===== src/rtl/mem_access_unit.sv =====
// mem_access_unit: MEM-stage load/store unit with lane alignment, load extension, misalign and bus-timeout flags
module mem_access_unit #(
    parameter int XLEN    = 32,
    parameter int TIMEOUT = 16,
    parameter int CNT_W   = 5
) (
    input  logic            clk,
    input  logic            rst_n,
    input  logic            in_valid,
    output logic            in_ready,
    input  logic [XLEN-1:0] address,
    input  logic [XLEN-1:0] write_data,
    input  logic [1:0]      inst_size,
    input  logic            load_unsigned,
    input  logic            mem_read,
    input  logic            mem_write,
    output logic            out_valid,
    input  logic            out_ready,
    output logic [XLEN-1:0] read_data,
    output logic            misalign_exc,
    output logic            bus_err,
    output logic            stall,
    output logic            mreq,
    output logic            write,
    output logic [XLEN-1:0] addr,
    output logic [1:0]      access_size,
    output logic [3:0]      byte_en,
    output logic [XLEN-1:0] wr_data,
    input  logic            mem_ack,
    input  logic [XLEN-1:0] rd_data
);
    typedef enum logic [1:0] {IDLE, REQ, RESP} state_t;
    state_t           state;
    logic [CNT_W-1:0] cnt;
    logic [1:0]       off;
    logic             lu, ld;
    logic             is_op, bad;
    logic [3:0]       be_n;
    logic [XLEN-1:0]  wd_n, ext;
    logic [15:0]      lane;
    always_comb begin
        is_op = mem_read | mem_write;
        bad   = inst_size == 2'b11 || (mem_read && mem_write) ||
                (inst_size == 2'b01 && address[0]) ||
                (inst_size == 2'b10 && address[1:0] != 2'b00);
        be_n  = inst_size == 2'b00 ? 4'b0001 << address[1:0] :
                inst_size == 2'b01 ? 4'b0011 << address[1:0] : 4'b1111;
        wd_n  = inst_size == 2'b00 ? {4{write_data[7:0]}} :
                inst_size == 2'b01 ? {2{write_data[15:0]}} : write_data;
        lane  = 16'(rd_data >> {off, 3'b000});
        ext   = access_size == 2'b00 ? {{(XLEN-8){~lu & lane[7]}}, lane[7:0]} :
                access_size == 2'b01 ? {{(XLEN-16){~lu & lane[15]}}, lane} : rd_data;
    end
    assign stall = (in_valid && !in_ready) || (out_valid && !out_ready);
    always_ff @(posedge clk or negedge rst_n) begin
        if (!rst_n) begin
            state        <= IDLE;
            in_ready     <= 1'b1;
            out_valid    <= 1'b0;
            mreq         <= 1'b0;
            write        <= 1'b0;
            byte_en      <= '0;
            addr         <= '0;
            wr_data      <= '0;
            access_size  <= '0;
            read_data    <= '0;
            misalign_exc <= 1'b0;
            bus_err      <= 1'b0;
            cnt          <= '0;
            off          <= '0;
            lu           <= 1'b0;
            ld           <= 1'b0;
        end else begin
            case (state)
                IDLE: if (in_valid && in_ready) begin
                    in_ready <= 1'b0;
                    if (!is_op || bad) begin
                        // Non-memory ops and illegal accesses answer directly without touching the bus
                        state        <= RESP;
                        out_valid    <= 1'b1;
                        misalign_exc <= is_op;
                        read_data    <= '0;
                    end else begin
                        state       <= REQ;
                        mreq        <= 1'b1;
                        write       <= mem_write;
                        addr        <= {address[XLEN-1:2], 2'b00};
                        access_size <= inst_size;
                        byte_en     <= be_n;
                        wr_data     <= wd_n;
                        off         <= address[1:0];
                        lu          <= load_unsigned;
                        ld          <= mem_read;
                        cnt         <= '0;
                    end
                end
                REQ: if (mem_ack) begin
                    mreq      <= 1'b0;
                    write     <= 1'b0;
                    read_data <= ld ? ext : '0;
                    out_valid <= 1'b1;
                    state     <= RESP;
                end else if (TIMEOUT != 0 && cnt == CNT_W'(TIMEOUT - 1)) begin
                    mreq      <= 1'b0;
                    write     <= 1'b0;
                    bus_err   <= 1'b1;
                    read_data <= '0;
                    out_valid <= 1'b1;
                    state     <= RESP;
                end else begin
                    cnt <= cnt + 1'b1;
                end
                RESP: if (out_ready) begin
                    state        <= IDLE;
                    out_valid    <= 1'b0;
                    misalign_exc <= 1'b0;
                    bus_err      <= 1'b0;
                    read_data    <= '0;
                    in_ready     <= 1'b1;
                end
                default: state <= IDLE;
            endcase
        end
    end
endmodule


===== config.mk =====
export PLATFORM = sky130hd
export DESIGN_NAME = mem_access_unit
export DESIGN_NICKNAME = d
export VERILOG_FILES = /design/src/rtl/mem_access_unit.sv
export SDC_FILE = /design/constraint.sdc
export NUM_CORES = 1
export LEC_CHECK = 0
export ABC_CLOCK_PERIOD_IN_PS = 2500
export CAP_MARGIN = 25
export CELL_PAD_IN_SITES_DETAIL_PLACEMENT = 1
export CELL_PAD_IN_SITES_GLOBAL_PLACEMENT = 2
export CORE_AREA = 2 2 147 149
export DETAILED_ROUTE_END_ITERATION = 16
export DIE_AREA = 0 0 149 151
export PLACE_DENSITY = 0.81
export SYNTH_ARGS = -nofsm -noshare
export SYNTH_HDL_FRONTEND = slang
export SYNTH_SLANG_ARGS = --single-unit
export TNS_END_PERCENT = 30

===== constraint.sdc =====
create_clock -name clk -period 2.5 [get_ports clk]
set_input_delay 0.5 -clock clk [delete_from_list [all_inputs] [get_ports clk]]
set_output_delay 0.5 -clock clk [all_outputs]
set_load 0.01 [all_outputs]

# ---- Word-level counts from Yosys, hierarchy flattened
# Cells that the tools add are included.
dict set report classes {
  bitwise 5
  n_addsub 1
  mux 46
  n_reduce_logical 30
  mul 0
  order_cmp 0
  shifts 3
  div 0
  n_eq_ne 15
}
# cell count
set ops {}
lappend ops {{$mux 32} 10}
lappend ops {{$pmux 32 s3} 1}
lappend ops {{$shr 32x5->16} 1}
lappend ops {{$mux 5} 4}
lappend ops {{$mux 1} 16}
lappend ops {{$ne 2x2->1 const B} 7}
lappend ops {{$reduce_and 4->1} 3}
lappend ops {{$mux 2} 5}
lappend ops {{$pmux 1 s2} 5}
lappend ops {{$pmux 5 s2} 1}
lappend ops {{$reduce_and 5->1} 2}
lappend ops {{$reduce_and 3->1} 3}
lappend ops {{$mux 4} 2}
lappend ops {{$reduce_bool 2->1} 4}
lappend ops {{$eq 2x1->1 const B} 3}
lappend ops {{$eq 2x2->1 const B} 3}
lappend ops {{$logic_and 1x1->1} 6}
lappend ops {{$logic_not 2->1} 3}
lappend ops {{$pmux 2 s3} 1}
lappend ops {{$add 5x1->5 const B} 1}
lappend ops {{$eq 5x4->1 const B} 1}
lappend ops {{$logic_or 1x1->1} 5}
lappend ops {{$shl 1x2->4 const A} 1}
lappend ops {{$shl 2x2->4 const A} 1}
lappend ops {{7 further kinds} 11}
dict set report word_totals {
  n_memories 0
  ff_bits 117
  latchBits 0
  ram_bits 0
  word_cells 116
  mem_bits_ro 0
}

# ---- Logic depth before layout (Yosys ltp)
# Gate-level depths: netlist (run 1).
dict set report depth {
  word_depth 8
  ltp_mapped 9
}

# ---- Worst setup path before layout (run 1)
# No wires, ideal clock.
dict set report synth_timing {
  path_kind {flip-flop to flip-flop}
  startpoint {register cnt[0]}
  endpoint {register read_data[11]}
  setup_ns 0.066
  setup_slack_ns 0.507
  arrival_ns 1.927
  stages_incl_launch_ff 9
  period_less_slack_ns 1.993
  cell_sequence {dfrtp_1 ha_1 and3_1 ha_1 nor3b_4 nor3_4 a21oi_2 buf_2 a221o_1}
}
dict set report synth_between {
  elab_chain_cells 3
}
# item line
set synth_rtl {}
lappend synth_rtl {{start: declaration} 34} ;# logic [CNT_W-1:0] cnt;
lappend synth_rtl {{start signal: assignment} 111} ;# cnt <= cnt + 1'b1;
lappend synth_rtl {{$eq 5x4->1} 103} ;# end else if (TIMEOUT != 0 && cnt == CNT_W'(TIMEOUT - 1)) begin
lappend synth_rtl {{$ne 3x3->1 (no line)} n/a}
lappend synth_rtl {{$reduce_and 5->1 (no line)} n/a}
lappend synth_rtl {{end signal: assignment} 100} ;# read_data <= ld ? ext : '0;
lappend synth_rtl {{end: declaration} 19} ;# output logic [XLEN-1:0] read_data,
# Every way passes these cells.
# A chain may end at the register's enable or synchronous reset.

# ---- Final worst setup path (run 1)
dict set report layout_timing {
  startpoint {input in_valid}
  endpoint {output stall}
}
dict set report layout_between {
  elab_chain_cells 2
}
# item line
set layout_rtl {}
lappend layout_rtl {{start: declaration} 9} ;# input logic in_valid,
lappend layout_rtl {{$logic_and 1x1->1} 54} ;# assign stall = (in_valid && !in_ready) || (out_valid && !out_ready);
lappend layout_rtl {{$logic_or 1x1->1} 54}
lappend layout_rtl {{end: declaration} 22} ;# output logic stall,
# Every way passes these cells.

==> impl_metrics.ini, run 1 <==
[timing]
timing.final.crit_share = 0.940
final.setup.tns_ns = 0
finalSetupViolations = 0
tightest_slew_ns = 0.879
finalCriticalPeriod_ns = 2.35
hold_viol = 0
clock_skew_ns = 0.00941
slew_violations = 0
rsz0062_at_grt = false
relSlewSlack = 0.412
fmaxAchievable_mhz = 425

[routing]
ant_nets = 0
wl_per_cell_um = 17.8
drc = 0
dr.pass1.iters = 4
vias_per_cell = 4.76
dr.first_iter.drc_count = 130
routed_wl_mm = 18.1
num_vias = 4817

[logic_synthesis]
syn_area_per_cell_um2 = 11.0
synth-edff-count = 0
synth_warnings = 0
postSynthRegisterBits = 117
syn-cell-area_mm2 = 0.00552
synthFlopType = dfrtp_1
yosysSeqAreaShare = 0.530
netlist.area_leader.share = 0.525
post-synth-top-area-cell = dfrtp_1
synth_cell_type_count = 48
async_flop_share = 1.00
synthTopCellsByArea = dfrtp_1 (53%), mux2_2 (8.4%), mux2i_1 (5.6%), o21ai_0 (4.5%), a221o_1 (3.6%)
netlist_instances = 501

[global_routing]
overflow = 0
grt_use_met2 = 0.278
grt_max_degree = 46
met3_usage = 0.0774
grt_use_met1 = 0.187
grt.total_usage = 0.165
grt_antenna_before_repair = 0
top_usage_layer = met2
grt_pass1_vias = 5394
grt_pass1_wl_mm = 28.5

[worst_setup_path]
start_kind = primary input
crit_path_end_kind = primary output
cp_max_fo = 3
required_ns = 2.00
cp_slowest_cell = clkdlybuf4s50_1
crit_top_cell = clkdlybuf4s50_1
cp.arrival_ns = 1.85
slowest_delay_ns = 0.57
crit_chain = clkdlybuf4s50_1 -> inv_1 -> o22ai_1 -> clkdlybuf4s50_1
path_class = in -> out

[job]
max_cap_viol_count = 0

[final_layout]
drive_above_1_share = 0.148
area_growth_pct = 56.8
layout_commonest_cell = clkdlybuf4s50_1
final_cell_mix = clkdlybuf4s50_1 (211), dfrtp_1 (116), o21ai_0 (50)
final_nets = 837
final_core_util = 0.416
diodes = 0

[clock_tree]
clock-sinks = 117
cts_tree = built
clock_latency_ns = 0.41
cts_resized = 0
cts.reportedPaths.clkPinSlew_ns = 0.05
hold_buffers = 0
htreeDepth = 4
clockRootBuffer = clkbuf_16
numCtsBuffers = 17
cts_setup_buffers = 0
cts_buffer_depth = 2

[die]
die_area_mm2 = 0.0225
pin_count = 215
coreArea_mm2 = 0.0208
chipHeight_um = 151
num_rows = 53
initial_core_util = 0.265
die_w_um = 149

[placed_design]
numPortBuffers = 212
place.detailed.hpwl_mm = 13.8
gp_congestion = 0.775

[power_and_ir_drop]
switching_power_w = 0.00275
finalPower_w = 0.00851
max-vdd-ir-drop_v = 0.000479
p_seq_frac = 0.347
switching_share = 0.323
p_per_area_mw_per_mm2 = 983
p_comb_frac = 0.385
intPower_w = 0.00576
clock_power_share = 0.268
p_leak_nw = 3.81

[status]
status = finished clean

[min_path]
hold_class = in -> async
==> final timing paths <==
| kind | startpoint | to | cells after the start | slack, ns |
|---|---|---|---|---|
| worst max-delay path | in_valid | stall | 4 | 0.15 |
| worst min-delay path | rst_n | bus_err | 1 | 0.07 |
| worst max register to register | cnt[0] | read_data[0] | 9 | 0.36 |
| worst min register to register | read_data[13] | read_data[13] | 1 | 0.48 |
| max in group asynchronous | rst_n | addr[10] | 2 | 1.80 |
| min in group clk | read_data[13] | read_data[13] | 1 | 0.48 |
==> stage by stage <==
step	hold WS [ns]	worst slack, ns	area, um2	std cells
2_1_floorplan	0.204	0.507	5530	502
3_3_place_gp	0.462	0.0457	8120	981
3_5_place_dp	0.473	-0.00541	8120	981
4_1_cts	0.0817	0.140	8660	1012
5_1_grt	0.0791	0.0841	8660	1012
6_report	0.0740	0.149	8660	1012
==> cell usage after synthesis (2+ instances only) <==
master / count
dfrtp_1: 116
nand2_1: 41
a21boi_0: 2
nor3_1: 6
o2bb2ai_1: 9
clkbuf_1: 14
buf_4: 2
o21ai_0: 50
buf_6: 4
mux4_2: 2
nand3b_1: 2
a21oi_1: 31
ha_1: 6
o211ai_1: 3
mux2_2: 41
mux2i_1: 31
nand2b_1: 2
o22ai_1: 5
a22o_1: 2
a32oi_1: 2
a221o_1: 20
inv_1: 16
nor2_1: 40
nor2b_1: 6
buf_2: 16
a211oi_1: 2
a21o_1: 5
o21bai_1: 2
nand3_1: 3
a31oi_1: 2
==> registers in the layout, indices dropped and copies added, names as in the netlist, 2 cells and up <==
name,count
read_data,32
off,2
access_size,2
byte_en,4
state,2
wr_data,32
addr,30
cnt,5
==> critical path, delay by kind of cell <==
family | cells | cell delay (ns)
buf+inv | 3 | 1.17
compound gates | 1 | 0.18
==> logic make-up after synthesis <==
kind of cell | after synthesis | share of synthesized area
compound gates | 142 | 0.171
mux | 75 | 0.150
flops | 117 | 0.530
fa+ha+maj | 6 | 0.0136
simple gates | 108 | 0.0892
other cells | 1 | 0.000679
buf+inv | 52 | 0.0458
==> power by group through the flow <==
stage	clock [W]	combinational (W)	sequential [W]
finish	0.00228	0.00328	0.00295
global route	0.00244	0.00357	0.00305
CTS	0.00235	0.00333	0.00297
detailed placement	0	0.00331	0.00299
global placement	0	0.00324	0.00294
floorplan	0	0.00122	0.00315
==> routing by layer <==
metal	vias up	wire, um
li1	2242	-
met1	2384	7370
met2	165	8750
met3	26	1640
met4	0	306
met5	-	0
==> final cells by class <==
| type | count | area (um2) |
|---|---|---|
| fill | 2312 | 12200 |
| sequential | 117 | 2930 |
| timing repair buffer | 240 | 2430 |
| multi-input combinational | 333 | 2350 |
| clock buffer | 21 | 460 |
| tap | 275 | 344 |
| clock inverter | 10 | 82.6 |
| inverter | 16 | 60.1 |
Power figures use the tool's default switching activity.
==> run 2: changes to the inputs <==
--- a/config.mk
+++ b/config.mk
@@ -12,6 +12,7 @@
 export CORE_AREA = 2 2 147 149
 export DETAILED_ROUTE_END_ITERATION = 16
 export DIE_AREA = 0 0 149 151
+export GPL_TIMING_DRIVEN = 0
 export PLACE_DENSITY = 0.81
 export SYNTH_ARGS = -nofsm -noshare
 export SYNTH_HDL_FRONTEND = slang
==> run 2 against run 1 <==
  * First-iteration DRC count is 10% lower
  * Die area stayed put
  * Critical path depth is 5 higher
  * Count of clock-buffer cells in the layout is 1 lower
  * Clock power is 21% higher
  * Flip-flop and latch count stayed put
  * Core utilization is 0.16 points higher
  * Wire length is 6.9% higher
  * Global-route usage is 1.2 points higher
  * Worst setup slack worse by 0.040 ns
  * Largest power group unchanged
  * Worst hold slack better by 0.41 ns
==> impl_metrics.ini, run 2 (same netlist as run 1, synthesis figures left out) <==
[global_routing]
grt_pass1_wl_mm = 30.4
grt_max_degree = 88
grt.total_usage = 0.176
grt_antenna_before_repair = 0
grt_pass1_vias = 5469
overflow = 0

[power_and_ir_drop]
switching_power_w = 0.00282
switching_share = 0.314
p_leak_nw = 3.81
p_per_area_mw_per_mm2 = 1030
p_comb_frac = 0.367
max-vdd-ir-drop_v = 0.000457
p_seq_frac = 0.325
intPower_w = 0.00615
clock_power_share = 0.308

[die]
num_rows = 53
die_area_mm2 = 0.0225
coreArea_mm2 = 0.0208
pin_count = 215
chipHeight_um = 151
die_w_um = 149
initial_core_util = 0.265

[worst_setup_path]
slowest_delay_ns = 0.59
reg2reg_depth = 8
crit_path_end_kind = flop
crit_chain = clkdlybuf4s50_1 -> inv_1 -> ha_1 -> nor2b_1 -> o22ai_2 -> nand3_2 -> clkbuf_4 -> buf_6 -> mux2_2
path_class = in -> reg
crit_start = address[0]
reg2reg_from = cnt[0]
cp.arrival_ns = 2.68
reg2reg_slack_ns = 0.26
cp_slowest_cell = clkdlybuf4s50_1
cp_max_fo = 10
start_kind = primary input
r2r-end = read_data[22]
crit_end = addr[21]
required_ns = 2.79

[timing]
hold_viol = 0
finalCriticalPeriod_ns = 2.39
fmaxAchievable_mhz = 418
rsz0062_at_grt = false
slew_violations = 0
finalSetupViolations = 0
clock_skew_ns = 0.00849
timing.final.crit_share = 0.956
tightest_slew_ns = 0.940
relSlewSlack = 0.371
holdWs_ns = 0.479

[placed_design]
gp_congestion = 0.779
numPortBuffers = 210
dpl_cell_area_mm2 = 0.00800
dpl.cell_count = 988
place.detailed.hpwl_mm = 14.8

[final_layout]
drive_above_1_share = 0.147
fill_cells = 2263
seqCellArea_mm2 = 0.00293
stdcell_count = 1022
diodes = 0
area_growth_pct = 57.4
layout_commonest_cell = clkdlybuf4s50_1
final_cell_mix = clkdlybuf4s50_1 (209), dfrtp_1 (116), o21ai_0 (50)
multiInputGateArea_mm2 = 0.00235
fin_area_mm2 = 0.00869
final_nets = 846
final_core_util = 0.417
top_regs = read_data: 32 flops, wr_data: 32 flops, addr: 30 flops

[clock_tree]
cts.reportedPaths.clkPinSlew_ns = 0.06
cts_buffer_depth = 2
clock-sinks = 117
clockRootBuffer = clkbuf_16
htreeDepth = 4
numCtsBuffers = 17
cts_tree = built
clock_latency_ns = 0.41

[min_path]
worstHoldPathCells = 1
hold_class = reg -> reg
hold_path.startpoint = read_data[13]

[routing]
num_vias = 4940
dr.first_iter.drc_count = 117
routed_wl_mm = 19.3
vias_per_cell = 4.83
wl_per_cell_um = 18.9
ant_nets = 0
dr.pass1.iters = 4
drc = 0

[job]
max_cap_viol_count = 0

[status]
status = finished clean
[run 2: how the worst min path moves through the flow]
stage / end / slack (ns)
floorplan: access_size[0] / 0.20
global placement: read_data[10] / 0.46
detailed placement: read_data[17] / 0.41
CTS: read_data[13] / 0.48
global route: wr_data[16] / 0.51
finish: read_data[13] / 0.48
[run 2: area by class of cell]
class	count	area share
clock inverter	12	0.0230
buffer	36	0.0227
timing repair buffer	213	0.247
tap	275	0.0396
multi-input combinational	333	0.270
inverter	16	0.00691
clock buffer	20	0.0537
sequential	117	0.337
[run 2: power by group through the flow]
stage	Clock (W)	Sequential, W	Combinational (W)
floorplan	0	0.00315	0.00122
global placement	0	0.00290	0.00324
CTS	0.00282	0.00292	0.00335
detailed placement	0	0.00295	0.00333
finish	0.00277	0.00291	0.00329
global route	0.00292	0.00301	0.00358
[run 2: metrics by stage]
stage / setup WS, ns / TNS, ns / power [W]
2_1_floorplan: 0.507 / 0 / 0.00436
3_3_place_gp: -3.76 / -462.18 / 0.00613
3_5_place_dp: -0.637 / -31.95 / 0.00627
4_1_cts: 0.0141 / 0 / 0.00910
5_1_grt: 0.0200 / 0 / 0.00952
6_report: 0.109 / 0 / 0.00897
[run 2: critical path: cells and delay by family]
family	cells	cell delay [ns]
AOI/OAI and AO/OA	1	0.14
and+or+nand+nor	2	0.31
buffers and inverters	4	1.14
muxes	1	0.35
adders and majority gates	1	0.23
[run 2: per-layer routing]
| layer | vias up | GRT usage | part of all wire |
|---|---|---|---|
| met2 | 164 | 0.302 | 0.50 |
| met4 | 0 | 0.0471 | 0.0089 |
| li1 | 2269 | - | - |
| met1 | 2491 | 0.208 | 0.41 |
| met3 | 16 | 0.0675 | 0.078 |
| met5 | - | 0 | 0 |
[run 2: repair_timing]
item | CTS | global route
hold endpoints to repair | 30 | 0
resized for setup | 2 | 2
setup buffers | 0 | 1
pin swaps | 0 | 1
hold buffers | 1 | 0
setup endpoints to repair | 13 | 48
